## src/rtl/commutation_scheduler.sv

```systemverilog
// rtl/commutation_scheduler.sv - sequences DesiredLoad updates A->B->C into the phase FSMs with settle gaps
module commutation_scheduler #(
  parameter int SETTLE_CYCLES = 25
) (
  input  logic       clk,
  input  logic       rst_n,
  input  logic       start,
  input  logic       short,
  input  logic       cmd_valid,
  input  logic [5:0] cmd_load,
  output logic       cmd_ready,
  output logic       cmd_err,
  output logic [5:0] phase_load,
  output logic       fsm_rst,
  output logic       busy,
  output logic       fault,
  output logic [1:0] seq_phase
);

  localparam int CW = $clog2(SETTLE_CYCLES) + 1;

  typedef enum logic [2:0] {
    S_OFF    = 3'd0,
    S_READY  = 3'd1,
    S_APPLY  = 3'd2,
    S_SETTLE = 3'd3,
    S_FAULT  = 3'd4
  } state_t;

  state_t        r_state;
  logic [5:0]    r_pending;
  logic [5:0]    r_phase_load;
  logic [1:0]    r_idx;
  logic [CW-1:0] r_cnt;
  logic          r_cmd_err;
  logic          r_fsm_rst;
  logic          r_busy;
  logic          r_fault;
  logic [1:0]    r_seq_phase;

  logic          w_accept;
  logic          w_illegal;
  logic [2:0]    w_first;
  logic [2:0]    w_next;

  // Lowest-order phase at or above 'from' whose field differs; bit 2 flags a hit.
  function automatic logic [2:0] find_diff(input logic [5:0] a, input logic [5:0] b,
                                           input logic [2:0] from);
    logic [2:0] res;
    res = 3'b000;
    for (int i = 2; i >= 0; i--) begin
      if ((3'(i) >= from) && (a[2*(2-i) +: 2] != b[2*(2-i) +: 2])) begin
        res = {1'b1, 2'(i)};
      end
    end
    return res;
  endfunction

  // Commands are taken only while idle and running, never on a short-circuit cycle.
  assign cmd_ready = (r_state == S_READY) & start & ~short;
  assign w_accept  = cmd_ready & cmd_valid;
  assign w_illegal = (cmd_load[5:4] == 2'b11) | (cmd_load[3:2] == 2'b11) |
                     (cmd_load[1:0] == 2'b11);
  assign w_first   = find_diff(cmd_load, r_phase_load, 3'd0);
  assign w_next    = find_diff(r_pending, r_phase_load, {1'b0, r_idx} + 3'd1);

  assign cmd_err    = r_cmd_err;
  assign phase_load = r_phase_load;
  assign fsm_rst    = r_fsm_rst;
  assign busy       = r_busy;
  assign fault      = r_fault;
  assign seq_phase  = r_seq_phase;

  // Scheduler FSM: short beats start, start beats normal sequencing.
  always_ff @(posedge clk or negedge rst_n) begin
    if (!rst_n) begin
      r_state      <= S_OFF;
      r_pending    <= 6'd0;
      r_phase_load <= 6'd0;
      r_idx        <= 2'd0;
      r_cnt        <= '0;
      r_cmd_err    <= 1'b0;
      r_fsm_rst    <= 1'b1;
      r_busy       <= 1'b0;
      r_fault      <= 1'b0;
      r_seq_phase  <= 2'd0;
    end else begin
      r_cmd_err <= 1'b0;
      if (r_state == S_FAULT) begin
        r_state <= S_FAULT;
      end else if (short) begin
        r_state      <= S_FAULT;
        r_phase_load <= 6'd0;
        r_fsm_rst    <= 1'b1;
        r_fault      <= 1'b1;
        r_busy       <= 1'b0;
        r_seq_phase  <= 2'd0;
      end else if (r_state == S_OFF) begin
        if (start) begin
          r_state   <= S_READY;
          r_fsm_rst <= 1'b0;
        end
      end else if (!start) begin
        r_state      <= S_OFF;
        r_phase_load <= 6'd0;
        r_fsm_rst    <= 1'b1;
        r_busy       <= 1'b0;
        r_seq_phase  <= 2'd0;
      end else begin
        case (r_state)
          S_READY: begin
            if (w_accept) begin
              r_pending <= cmd_load;
              if (w_illegal) begin
                r_cmd_err <= 1'b1;
              end else if (w_first[2]) begin
                r_state     <= S_APPLY;
                r_idx       <= w_first[1:0];
                r_busy      <= 1'b1;
                r_seq_phase <= w_first[1:0];
              end
            end
          end
          S_APPLY: begin
            case (r_idx)
              2'd0:    r_phase_load[5:4] <= r_pending[5:4];
              2'd1:    r_phase_load[3:2] <= r_pending[3:2];
              default: r_phase_load[1:0] <= r_pending[1:0];
            endcase
            r_cnt   <= CW'(SETTLE_CYCLES - 1);
            r_state <= S_SETTLE;
          end
          S_SETTLE: begin
            if (r_cnt == '0) begin
              if (w_next[2]) begin
                r_state     <= S_APPLY;
                r_idx       <= w_next[1:0];
                r_seq_phase <= w_next[1:0];
              end else begin
                r_state     <= S_READY;
                r_busy      <= 1'b0;
                r_seq_phase <= 2'd0;
              end
            end else begin
              r_cnt <= r_cnt - 1'b1;
            end
          end
          default: r_state <= S_OFF;
        endcase
      end
    end
  end

endmodule

```

## config.mk

```make
export PLATFORM = sky130hd
export DESIGN_NAME = commutation_scheduler
export DESIGN_NICKNAME = d
export VERILOG_FILES = /design/src/rtl/commutation_scheduler.sv
export SDC_FILE = /design/constraint.sdc
export NUM_CORES = 1
export LEC_CHECK = 0
export ABC_AREA = 1
export CAP_MARGIN = 20
export CORE_MARGIN = 2
export CORE_UTILIZATION = 50
export CTS_BUF_LIST = sky130_fd_sc_hd__clkbuf_4 sky130_fd_sc_hd__clkbuf_8
export DETAILED_ROUTE_END_ITERATION = 10
export PLACE_DENSITY = 0.85
export SLEW_MARGIN = 5
export SYNTH_ARGS = -nofsm -noshare
export SYNTH_HDL_FRONTEND = slang
export SYNTH_SLANG_ARGS = --single-unit
```

## constraint.sdc

```tcl
create_clock -name clk -period 2.1 [get_ports clk]
set_input_delay 0.21 -clock clk [delete_from_list [all_inputs] [get_ports clk]]
set_output_delay 0.21 -clock clk [all_outputs]
set_load 0.03 [all_outputs]
```

==> metrics.md <==
| Metric | Value |
|---|---|
| Status | completed |
| Routed wire length | 3.580 mm |
| Reg2reg end | r_idx[1] |
| Non-filler cells, final | 313 |
| CTS tree | yes |
| TNS Setup | 0 ps |
| Initial antenna violation count | 0 |
| Critical Path Max Stage Delay | 660 ps |
| Synth warn | 0 |
| Hold_ws | 242.7 ps |
| Top post-synthesis cells by count | 80 x nand2_1, 28 x dfrtp_1, 27 x inv_1 |
| Top_reg_cell synth | dfrtp_1 |
| DR iter-0 viols | 44 |
| Vias in the first global route | 1,474 |
| CP Cell Sequence | clkdlybuf4s50_1 |
| Slew HR | 74.82% |
| Cts repair resizes | 0 |
| GP Congestion | 0.8028 |
| WL/cell | 11.44 µm |
| Worst slew pin tran | 376.8 ps |
| Most common cell in the netlist | nand2_1 |
| Max Slew Vio Count | 0 |
| Lkg Pwr | 0.001043 µW |
| EDFF count, synth | 0 |
| Asr flop ratio synth | 100.0% |
| CTS sink cnt | 29 |
| Crit share post-route | 83.13% |
| Vias per inst | 5.032 |
| Post-Syn Nets | between 200 and 250 |
| Met3 WL | ~170 µm |
| Fillers | 300 |
| GR Util All Layers | about a fifth |
| Worst reg-to-reg setup slack | ~400 ps |
| Synth cell types | 31 |
| Die height | 63.15 µm |
| Hold Fails Final Rpt | 0 |
| CP Capture Type | output pin |
| Die width | 63.15 µm |
| # setup viols final | 0 |
| Post-Route M1 WL | 1.673 mm |
| N_diodes | 0 |
| H-tree levels | 2 |
| Clk slew on worst S/H paths | roughly 90 ps |
| Area of the die | 3987 µm² |
| Reg2Reg Depth | 7 |
| Setup CP Type | register to output pin |
| WP data arrival | 1540 ps |
| Hold Path Class | primary input to asynchronous set/reset pin |
| Area Overhead vs Synth | 20.03% |
| Layout cell share with drive strength beyond 1 | between 10% and 20% |
| Fin nets | 278 |
| Yosys reg bits | 29 |
| Register area share after synthesis | between 40% and 50% |
| Hold buffers post-CTS | 0 |
| Starting Density | about 52% |
| Most area-hungry cell type in the Yosys netlist | dfrtp_1 |
| Power Density | ~560 nW/µm² |
| DP Area | 2039 µm² |
| Global-route wire length before repair | 6.451 mm |
| Std-Cell Rows | 21 |
| Antenna viol nets, final | 0 |
| WP buf/inv | 1 |
| MaxCap Viol Count | 0 |
| Critical Path Fanout Max | 2 |
| Critical R2R Launch | r_cnt[0] |
| Cells after DPL | about 300 |
| Startpoint types | register |
| Reg area | 726.9 µm² |
| Max VDD drop | 0.0003483 V |
| Crit path max-delay family | buffers and inverters |
| Gate Count Post-Synth | 236 |
| Worst-skew pair later-pin latency | 340 ps |
| Maximum buffer depth of the clock tree | 2 |
| WL met2 | 1.662 mm |
| FMAX | approximately 570 MHz |
| Synth area leaders | dfrtp_1 40%, nand2_1 17%, inv_1 5.8% |
| # IOs | 24 |
| Crit-path slowest cell | clkdlybuf4s50_1 |
| CP required | 1890 ps |
| Clock root cell | clkbuf_4 |
| Tmin final | 1746 ps |
| Residual DRC | 0 |
| Port buffer count | 23 |
| GR Overflow Total | 0 |
| Multi-input gate area | 882.1 µm² |
| Post-DP HPWL | between 2 and 3 mm |
| Drt pass-1 iters | 4 |
| Post-CTS setup repair buffer count | 0 |
| Clock Skew | between 7 and 8 ps |
| Post-synth top area share | around 40% |
| Final instance area | 2100 µm² |
| Num CTS Buffers | 5 |
| Core ar. | around 3300 µm² |
| Largest net degree at the start of global routing | 30 |
| Highest signal layer in the routed design | met4 |
| RSZ-0062 raised after global routing | no |
| Syn Area/Cell | 7.412 µm² |
| Synthesized area | 1749 µm² |
| Routed via count | 1,575 |
-- cells in the final DEF (no fill, tap or decap), types with 4 or more instances in the layout --
cell,Yosys,routed
a21oi_1,7,7
nand3_1,17,17
inv_1,27,27
nor2_4,4,4
nand2_1,80,80
inv_2,6,6
nor2_1,20,20
clkdlybuf4s50_1,0,22
dfrtp_1,28,28
clkbuf_4,0,8
o21ai_0,11,11
-- cells by family (layout without fill, tap and decap cells) --
kind of cell,Yosys count,after routing,share of synthesized area [%]
simple gates,136,136,37.55
buf+inv,36,67,8.012
compound gates,29,29,9.657
flops,29,29,41.56
xor+xnor,5,5,2.504
fa+ha+maj,1,1,0.7152
-- through the flow --
step                power, µW  utilization [%]  setup slack, ps
finish                   1168            62.92            354.2
detailed placement      811.3            61.12            216.3
floorplan               723.7                -            620.7
global placement        808.4            61.12            290.4
CTS                      1181            62.92            332.2
global route             1231            62.92            234.9
-- worst max-delay path by stage --
stage,startpoint,end,cells after the start
global route,r_cnt[0],seq_phase[1],8
floorplan,r_cnt[0],r_idx[0],7
global placement,short,r_pending[3],7
finish,fsm_rst,fsm_rst,1
CTS,fsm_rst,fsm_rst,1
detailed placement,short,r_pending[3],7
-- registers in the layout, summed over array words and instances (netlist names) --
register and flops:
phase_load 6, r_cnt 6, r_pending 6, r_state 3
r_idx 2, seq_phase 2, busy 1, cmd_err 1
fault 1, fsm_rst 1
-- power breakdown --
part           switching (µW)  internal (µW)  leakage (µW)
logic                     115           80.2      0.000641
registers                20.3            584      0.000365
clock network             197            172     0.0000368
-- area by class of cell --
type,count,area share [%]
Sequential cell,29,34.62
Inverter,34,6.198
Tap cell,46,2.741
Clock buffer,8,2.861
Timing Repair Buffer,25,11.56
Multi-Input combinational cell,171,42.01
-- layer usage --
| layer | up-vias | global-route usage (%) |
|---|---|---|
| li1 | 806 | - |
| met1 | 735 | 25.90 |
| met2 | 27 | 32.85 |
| met3 | 7 | 6.607 |
| met4 | 0 | 10.56 |
| met5 | - | 0 |
Note: power is estimated with default switching activity, not from simulation.
